--- src/rtl/xif_result_buffer.sv ---
`default_nettype none
// ============================================================================
//  Module      : xif_result_buffer
//  Description : In-order result FIFO between the FPU result interface and
//                the core's XIF writeback port. Results whose instruction id
//                has been killed by the core are filtered out on entry.
//
//  Ports
//    ck, rst             clock; synchronous active-high reset
//    in_valid/in_ready   FPU result handshake (in_id, in_data, in_rd)
//    commit_valid        core commit/kill of commit_id (commit_kill = 1: kill)
//    out_valid/out_ready writeback handshake (out_id, out_data, out_rd)
//    count               number of stored entries
//    drop                high in the cycle an incoming result is discarded
//
//  Revision    : 1.0  initial release
// ============================================================================
module xif_result_buffer #(
    parameter int X_ID_WIDTH = 4,
    parameter int XLEN       = 32,
    parameter int DEPTH      = 4    // power of two, >= 2
) (
    input  wire logic                     ck,
    input  wire logic                     rst,
    input  wire logic                     in_valid,
    output logic                          in_ready,
    input  wire logic [X_ID_WIDTH-1:0]    in_id,
    input  wire logic [XLEN-1:0]          in_data,
    input  wire logic [4:0]               in_rd,
    input  wire logic                     commit_valid,
    input  wire logic [X_ID_WIDTH-1:0]    commit_id,
    input  wire logic                     commit_kill,
    output logic                          out_valid,
    input  wire logic                     out_ready,
    output logic [X_ID_WIDTH-1:0]         out_id,
    output logic [XLEN-1:0]               out_data,
    output logic [4:0]                    out_rd,
    output logic [$clog2(DEPTH):0]        count,
    output logic                          drop
);

    localparam int c_PTR_W = $clog2(DEPTH);
    localparam int c_CNT_W = c_PTR_W + 1;
    localparam int c_IDS   = 1 << X_ID_WIDTH;

    logic [XLEN-1:0]        r_data [DEPTH];
    logic [X_ID_WIDTH-1:0]  r_id   [DEPTH];
    logic [4:0]             r_rd   [DEPTH];
    logic [c_PTR_W-1:0]     r_wptr;
    logic [c_PTR_W-1:0]     r_rptr;
    logic [c_CNT_W-1:0]     r_count;
    logic [c_IDS-1:0]       r_kill;

    logic                   w_empty;
    logic                   w_in_hs;
    logic                   w_killed;
    logic                   w_push;
    logic                   w_pop;
    logic                   w_discard;

    // in_ready depends only on the registered count, so a pop in the same
    // cycle never frees a slot combinationally.
    assign in_ready  = (r_count < c_CNT_W'(DEPTH));
    assign w_empty   = (r_count == '0);
    assign out_valid = !w_empty;

    // Inputs presented during a reset cycle are ignored entirely.
    assign w_in_hs   = in_valid && in_ready && !rst;
    // A kill arriving in the same cycle as the result still discards it.
    assign w_killed  = r_kill[in_id]
                     || (commit_valid && commit_kill && (commit_id == in_id));
    assign w_push    = w_in_hs && !w_killed;
    assign w_discard = w_in_hs && w_killed;
    assign w_pop     = out_valid && out_ready && !rst;
    assign drop      = w_discard;

    assign out_id    = w_empty ? '0 : r_id[r_rptr];
    assign out_data  = w_empty ? '0 : r_data[r_rptr];
    assign out_rd    = w_empty ? '0 : r_rd[r_rptr];
    assign count     = r_count;

    // Storage needs no reset: outputs are masked to zero while empty.
    always_ff @(posedge ck) begin
        if (w_push) begin
            r_data[r_wptr] <= in_data;
            r_id[r_wptr]   <= in_id;
            r_rd[r_wptr]   <= in_rd;
        end
    end

    always_ff @(posedge ck) begin
        if (rst) begin
            r_wptr  <= '0;
            r_rptr  <= '0;
            r_count <= '0;
        end else begin
            if (w_push) begin
                r_wptr <= (r_wptr == c_PTR_W'(DEPTH - 1)) ? '0 : r_wptr + c_PTR_W'(1);
            end
            if (w_pop) begin
                r_rptr <= (r_rptr == c_PTR_W'(DEPTH - 1)) ? '0 : r_rptr + c_PTR_W'(1);
            end
            case ({w_push, w_pop})
                2'b10:   r_count <= r_count + c_CNT_W'(1);
                2'b01:   r_count <= r_count - c_CNT_W'(1);
                default: r_count <= r_count;
            endcase
        end
    end

    // The discard clear is written last so it wins when the same cycle's
    // commit kills the very id being discarded; a commit of any other id
    // still takes effect alongside it.
    always_ff @(posedge ck) begin
        if (rst) begin
            r_kill <= '0;
        end else begin
            if (commit_valid) begin
                r_kill[commit_id] <= commit_kill;
            end
            if (w_discard) begin
                r_kill[in_id] <= 1'b0;
            end
        end
    end

endmodule
`default_nettype wire

--- config.mk ---
export PLATFORM = sky130hd
export DESIGN_NAME = xif_result_buffer
export DESIGN_NICKNAME = d
export VERILOG_FILES = /design/src/rtl/xif_result_buffer.sv
export SDC_FILE = /design/constraint.sdc
export NUM_CORES = 1
export LEC_CHECK = 0
export BUFFER_PORTS_ARGS = -buffer_cell sky130_fd_sc_hd__buf_2
export CORE_AREA = 2 2 152 154
export CTS_BUF_LIST = sky130_fd_sc_hd__clkbuf_4 sky130_fd_sc_hd__clkbuf_8 sky130_fd_sc_hd__clkbuf_16
export DETAILED_ROUTE_END_ITERATION = 8
export DIE_AREA = 0 0 154 156
export PLACE_DENSITY_LB_ADDON = 0.12
export SYNTH_ARGS = -nofsm -noshare
export SYNTH_HDL_FRONTEND = slang
export SYNTH_SLANG_ARGS = --single-unit
--- constraint.sdc ---
create_clock -name ck -period 3.95 [get_ports ck]
set_input_delay 0.1975 -clock ck [delete_from_list [all_inputs] [get_ports ck]]
set_output_delay 0.1975 -clock ck [all_outputs]
set_load 0.02 [all_outputs]
[Word-level counts from Yosys, hierarchy flattened]
Memories as Yosys holds them, arrays and structs flattened. A register that Yosys moved wholly into a read port is not among the register bits.
Index checks and enable logic that the tools add are counted.
Word-level totals
  bits in registers: 23
  latch bits: 0
  memory bits (writable): 164
  memory bits (read-only): 0
  input port bits: 51
  output and inout bits: 47
  word-level logic and storage cells: 63
  memories: 3
Cells by class
  add/subtract/negate cells: 4
  $mul: 0
  div/mod/pow operators: 0
  order comparisons: 5
  eq/ne operators: 5
  shift-type cells: 0
  multiplexer cells: 24
  bitwise operators: 2
  reduce and logical (&&, ||, !) cells: 16
Memory list
  r_data: depth 4, width 32, read ports 1, clocked after memory_dff 1, write ports 1, line 46  | logic [XLEN-1:0] r_data [DEPTH];
  r_rd: depth 4, width 5, read ports 1, clocked after memory_dff 1, write ports 1, line 48  | logic [4:0] r_rd [DEPTH];
  r_id: depth 4, width 4, read ports 1, clocked after memory_dff 1, write ports 1, line 47  | logic [X_ID_WIDTH-1:0] r_id [DEPTH];
Operators by type and width (number)
  $mux 16: 3
  $mux 32: 1
  $and 16x16->16: 1
  $bwmux 16: 1
  $mux 2: 8
  $not 16->16: 1
  $logic_and 1x1->1: 10
  $lt 4x5->1 const B: 2
  $demux 1 s4: 2
  $ge 4x1->1 const B: 2
  $eq 2x2->1 const B: 3
  $pmux 3 s2: 1
  $mux 1: 5
  $mux 5: 1
  $add 2x1->2 const B: 2
  $bmux 1 s4: 1
  $eq 4x4->1: 1
  $mux 4: 1
  $add 3x1->3 const B: 1
  $logic_not 1->1: 3
  $logic_not 3->1: 1
  $lt 3x3->1 const B: 1
  $sub 3x1->3 const B: 1
  $eq 2x1->1 const B: 1
  other kinds (2): 2

[Logic depth before layout (Yosys ltp)]
Gate-level depths: netlist of the first run.
  depth after elaboration: 9
  gate-level depth with buffers: 11
  gate-level depth less buffers: 10

[Worst setup path after synthesis of the first run]
No wires, ideal clock.
  path type: input -> register
  from: input in_id[1]
  to: memory r_data[0][0] (enable)
  setup time: 0.440 ns
  data arrival time: 3.135 ns
  required time: 3.510 ns
  setup slack: 0.375 ns
  cell stages on the path: 6
  buffers on the path: 1
  path through: buf_6 mux4_2 a22o_1 a31oi_4 nand3_4 nor2_1
Between the ends
  cells in the longest elaborated chain, start to end: 7
  elaborated cells between the ends (all ways): 9
  those cells by class: 1 x eq/ne; 4 x mux; 4 x reduce/logical
RTL lines
  from (decl): line 27  | input wire logic [X_ID_WIDTH-1:0] in_id,
  $bmux 1 s4 or $eq 4x4->1 (tied branches): line 70, 71
  $mux 1 (not written as such) or $logic_and 1x1->1 (tied branches): line 70, 71
  $logic_or 1x1->1 (*): line 71  | || (commit_valid && commit_kill && (commit_id == in_id));
  $logic_not 1->1 (*): line 72  | assign w_push = w_in_hs && !w_killed;
  $logic_and 1x1->1 (*): line 72
  $mux 1 (*): line 84  | if (w_push) begin
  $mux 1 (not written as such) (*): line 85  | r_data[r_wptr] <= in_data;
  to (decl): line 46
Every way passes the cells marked *; elsewhere a longest branch is shown, timed or not. The select of a mux whose other input is x is not followed.

[Worst setup path in the final report of the first run]
  from: register r_kill[14]
  to: register r_count[2] (netlist: count[2])
Between the ends
  cells in the longest elaborated chain, start to end: 7
  elaborated cells between the ends (all ways): 9
  those cells by class: 2 x eq/ne; 3 x mux; 4 x reduce/logical
RTL lines
  from (decl): line 52  | logic [c_IDS-1:0] r_kill;
  from (signal, indexed assignment): line 119  | r_kill[commit_id] <= commit_kill;
  $bmux 1 s4 (*): line 70  | assign w_killed = r_kill[in_id]
  $mux 1 (not written as such) (*): line 70
  $logic_or 1x1->1 (*): line 71
  $logic_not 1->1 (*): line 72
  $logic_and 1x1->1 (*): line 72
  $eq 2x1->1 or $eq 2x2->1 (tied branches): line 103  | case ({w_push, w_pop})
  $pmux 3 s2 or $reduce_bool 2->1 (tied branches)
  to (signal assigned): line 104  | 2'b10: r_count <= r_count + c_CNT_W'(1);
  to (signal assigned): line 105  | 2'b01: r_count <= r_count - c_CNT_W'(1);
  to (signal assigned): line 106  | default: r_count <= r_count;
  to (decl): line 51  | logic [c_CNT_W-1:0] r_count;
Marked as above.
A chain may end at the register's enable or synchronous reset.

==> impl_metrics.ini, run 1 <==
[run_status]
outcome = complete, no violations

[floorplan]
io_pins = 98
core-area_sq_mm = 0.0224
initial_core_util = 0.345
rows = 55
dieArea_sq_mm = 0.0240
dieWidth_microns = 154
die_y_microns = 156

[timing]
setup_viol = 0
fin_skew_ns = 0.0153
slew-limit-headroom = 0.416
fmax_mhz = 374
tns_ns = 0
rsz0062_at_grt = false
setup_slack_ns = 1.28
fin_crit_ns = 2.67
final-hold-violation-count = 0
fin_crit_sh = 0.676
drv_slew = 0
max_slew.worst_pin.slew_ns = 0.877

[worst_setup_path]
cpPeakStageDelay_ns = 0.47
critical_path_required_ns = 4.30
worst-path-buf-inv = 1
crit_arrival_ns = 3.02
cpMaxStageDelayCell = mux4_2
critPathTopFamily = compound AO/OA/AOI/OAI gates
crit_chain = mux4_2, a22o_1, a31oi_4, nand3_4, ha_1, inv_1, fa_1, xor2_1, or3_1, a21oi_1
end_kind = flip-flop
start_kind = flip-flop
path_max_fanout = 7
crit_type = flip-flop to flip-flop

[pwr]
ir_drop_mv = 0.302
p_seq_frac = 0.502
powerDensity_mw_per_mm2 = 478
p_switching_uw = 1210
p_comb_frac = 0.121
power.leakage_uw = 0.00328
intPower_uw = 3340
swShare = 0.266
clockPowerShare = 0.377

[clock_network]
cts_tree = built
clk_path_buf_depth = 2
root_buffer = clkbuf_16
cts_made_buffers = 17
ctsHtreeMaxLevel = 4
clk_pin_slew_ns = 0.08
worstSkewPairLatency_ns = 0.43
cts_sinks = 189

[synthesis]
synth-edff-count = 164
ys_seq_area_frac = 0.703
synthDistinctLibCells = 37
syn_area_per_cell_sq_um = 17.7
synthFlopType = edfxtp_1
ys_seq_elements = 189
synth_area_sq_mm = 0.00772
syn_nets = 493
synth_warnings = 0
async_flop_share = 0
synthCells = 435

[global_routing]
grt_pass1_vias = 4596
grt_max_degree = 44
gr-total-overflow = 0
grt_pass1_wl_mm = 25.7
grt_use_total = 0.141
antenna_found_initial = 0

[flow_run]
drv_cap = 0

[placed_design]
io_buffers = 97
pre_cts_slack_ns = 0.938
place.gp.congestion = 0.782
dp_hpwl_mm = 10.1

[drt]
postRouteAntennaNets = 0
initialDrtViolationCount = 176
drc_errors = 0
drt_first_pass_iters = 6
wl_per_cell_microns = 18.6
routed_wl_mm = 16.1
num_vias = 4210
vias_per_cell = 4.85

[finish]
final_common_cell = edfxtp_1
n_antenna_cell = 0
syn2layout_area_growth_pct = 23.3
ff_latch_area_sq_mm = 0.00543
multi_input_area_sq_mm = 0.00216
num-fill-cells = 2006
drive_gt1_frac = 0.340
finalNetCount = 628
mostFrequentLayoutCells = edfxtp_1, buf_2, mux4_2, and2_1, dlygate4sd3_1

[min_path]
holdCritPathClass = primary input to flip-flop
-- cells by family (layout without fill, tap and decap cells) --
kind of cell    count (synthesis)  count (layout)  share of synthesized area
compound gates                 30              30                     0.0324
xor+xnor                        3               3                    0.00340
fa+ha+maj                       7               7                     0.0123
buf+inv                        39             187                     0.0209
flops                         189             189                      0.703
mux                            64              64                      0.156
simple gates                  103             103                     0.0726
-- sequential cells by signal (all words and copies together) (netlist names), named ones only --
name    cells
count       3
r_data    128
r_id       16
r_kill     16
r_rd       20
r_rptr      2
r_wptr      2
-- power groups by stage --
stage | combinational, uW | sequential, uW | clock, uW
CTS | 564 | 2290 | 1770
floorplan | 367 | 2300 | 0
global route | 600 | 2300 | 1850
detailed placement | 536 | 2340 | 0
global placement | 530 | 2330 | 0
finish | 549 | 2290 | 1720
-- per-stage QoR --
step                      cell area [sq um]  utilization  total power (uW)  hold slack, ns  cells
after floorplan                        7720            -              2670           0.296    435
after global placement                 8560        0.383              2860           0.411    802
after detailed placement               8560        0.383              2870           0.422    802
after CTS                              9520        0.426              4620         0.00193    868
after global routing                   9520        0.426              4750         0.00197    868
final                                  9520        0.426              4550          0.0150    868
-- worst paths after layout --
kind	startpoint	end	slack (ns)	cells past startpoint
worst max-delay path	r_kill[14]	count[2]	1.28	10
worst min-delay path	in_data[2]	r_data[1][2]	0.02	1
worst max register to register	r_kill[14]	count[2]	1.28	10
worst min register to register	r_rptr[1]	flip-flop	0.49	2
-- metal layers --
layer,GRT usage,share of wire,vias up
met2,0.237,0.48,87
li1,-,-,1962
met5,0,0,-
met4,0.0356,0.011,0
met3,0.0319,0.038,11
met1,0.187,0.47,2150
-- layout make-up --
cell class              count  share of cell area
repair buffers            141              0.0946
flip-flops and latches    189               0.571
clock inverters            15              0.0199
well taps                 285              0.0375
clock buffers              17              0.0447
multi-input cells         207               0.227
inverters                  14             0.00552
-- repair_timing --
| item | CTS | global route |
|---|---|---|
| hold buffers | 34 | 0 |
| resized for setup | 0 | 0 |
| buffers inserted | 0 | 0 |
| hold endpoints to repair | 136 | 0 |
| endpoints found under the setup margin | 0 | 0 |
-- synthesized netlist by cell type, types with 3 or more instances --
library cell	n	area share
clkbuf_1	13	0.0063
inv_1	13	0.0063
nor3b_1	3	0.0029
nor2b_1	4	0.0032
ha_1	6	0.0097
buf_2	6	0.0039
nor3_1	6	0.0039
buf_1	5	0.0024
mux2i_1	18	0.023
edfxtp_1	164	0.64
mux4_2	44	0.13
nand3_1	5	0.0032
and2_1	42	0.034
a21oi_1	5	0.0032
nor2_1	25	0.012
dfxtp_1	25	0.065
a211oi_1	16	0.016
nand2_1	10	0.0049
Power figures use the tool's default switching activity.
==> run 2, diff against run 1 <==
==> constraint.sdc (replaced) <==
create_clock -name ck -period 2.76 [get_ports ck]
set_input_delay 0.138 -clock ck [delete_from_list [all_inputs] [get_ports ck]]
set_output_delay 0.138 -clock ck [all_outputs]
set_load 0.02 [all_outputs]
==> run 2 against run 1 <==
Sequential cell count is the same. Clock power increased by 29%. Cell count grew 1.5%. Routed wire length decreased by 1.5%.
==> impl_metrics.ini, run 2 (synthesis gave the netlist of run 1 again) <==
[timing]
hold-worst-slack_ns = 0.103
rsz0062_at_grt = false
drv_slew = 0
fin_crit_sh = 0.886
fmax_mhz = 409
tns_ns = 0
final-hold-violation-count = 0
fin_crit_ns = 2.45
setup_viol = 0
fin_skew_ns = 0.00997
max_slew.worst_pin.slew_ns = 0.592
slew-limit-headroom = 0.605

[drt]
drc_errors = 0
wl_per_cell_microns = 18.0
initialDrtViolationCount = 196
num_vias = 4274
postRouteAntennaNets = 0
routed_wl_mm = 15.9
vias_per_cell = 4.85
drt_first_pass_iters = 5

[clock_network]
worstSkewPairLatency_ns = 0.42
clk_path_buf_depth = 2
ctsHtreeMaxLevel = 4
cts_made_buffers = 17
root_buffer = clkbuf_16
clk_pin_slew_ns = 0.07
cts_sinks = 189
post_cts_resized = 0
cts_tree = built

[placed_design]
io_buffers = 97
dpl_cell_area_sq_mm = 0.00871
place.gp.congestion = 0.822
dp_hpwl_mm = 9.80

[finish]
syn2layout_area_growth_pct = 24.8
n_antenna_cell = 0
top_register = r_data
final_cell_area_sq_mm = 0.00963
num-fill-cells = 1986
ff_latch_area_sq_mm = 0.00543
finalNetCount = 641
largest_reg_flops = 128
final_common_cell = edfxtp_1
reg_top3 = r_data x128, r_rd x20
mostFrequentLayoutCells = edfxtp_1, buf_2, mux4_2, and2_1, dlygate4sd3_1
drive_gt1_frac = 0.342
multi_input_area_sq_mm = 0.00216

[run_status]
outcome = complete, no violations

[min_path]
holdCritPathClass = primary input to flip-flop

[worst_setup_path]
end_kind = flip-flop
critical_path_required_ns = 3.11
path_max_fanout = 3
start_kind = flip-flop
crit_type = flip-flop to flip-flop
crit_arrival_ns = 2.80

[floorplan]
die_y_microns = 156
initial_core_util = 0.345
dieArea_sq_mm = 0.0240
core-area_sq_mm = 0.0224
io_pins = 98
rows = 55
dieWidth_microns = 154

[global_routing]
grt_pass1_wl_mm = 25.1
grt_max_degree = 44
grt_use_total = 0.139
antenna_found_initial = 0
gr-total-overflow = 0
grt_pass1_vias = 4609

[pwr]
ir_drop_mv = 0.357
powerDensity_mw_per_mm2 = 655
power.total_uw = 6310
power.leakage_uw = 0.00332

[flow_run]
drv_cap = 0
run 2: cell count changes in the layout (fill, tap and decap cells not counted), sizes merged:
cell         change
clkinvlp         +4
clkinv           +1
inv              -5
buf              +9
dlygate4sd3      +4
run 2: per-layer routing:
layer  global-route usage  wire length, microns  up-vias  share of wire
met5                    0                     0        -              0
met4               0.0418                   159        0          0.010
met3               0.0344                   565       13          0.036
met2                0.239                  7930       94           0.50
met1                0.175                  7210     2182           0.45
li1                     -                     -     1985              -
run 2: path summary, 6_finish.rpt:
check,startpoint,to,slack [ns],depth (start not counted)
setup reg to reg,r_kill[14],count[2],0.31,10
hold reg to reg,r_rptr[1],flip-flop,0.48,2
setup / recovery,r_kill[14],count[2],0.31,10
hold / removal,in_id[3],r_id[1][3],0.10,1
run 2: metrics by stage:
| step | utilization | instances | setup WS [ns] |
|---|---|---|---|
| after global placement | 0.389 | 811 | 0.291 |
| after global routing | 0.431 | 881 | 0.168 |
| after CTS | 0.431 | 881 | 0.310 |
| after detailed placement | 0.389 | 811 | 0.200 |
| after floorplan | - | 435 | -0.0986 |
| final | 0.431 | 881 | 0.314 |
run 2: critical path, cell delays in order, from the launching register on:
cell and delay, ns:
dfxtp_1 0.32, mux4_2 0.47, a22o_1 0.27, a31oi_4 0.20, nand3_4 0.10, ha_1 0.24
inv_1 0.08, fa_1 0.18, xor2_1 0.08, or3_1 0.31, a21oi_1 0.14
run 2: area by class of cell:
class | count | share of cell area
multi-input combinational | 207 | 0.225
timing repair buffer | 154 | 0.112
inverter | 14 | 0.00546
clock buffer | 17 | 0.0442
tap | 285 | 0.0370
sequential | 189 | 0.564
clock inverter | 15 | 0.0123
run 2: where the power goes:
part | internal, uW | switching [uW] | leakage (uW)
clock network | 1160 | 1050 | 0.000252
registers | 3200 | 45.3 | 0.00169
logic | 374 | 478 | 0.00137
run 2: what timing repair did:
item,in CTS,in global routing
buffers inserted,0,0
endpoints found under the hold margin,149,0
hold buffers,38,0
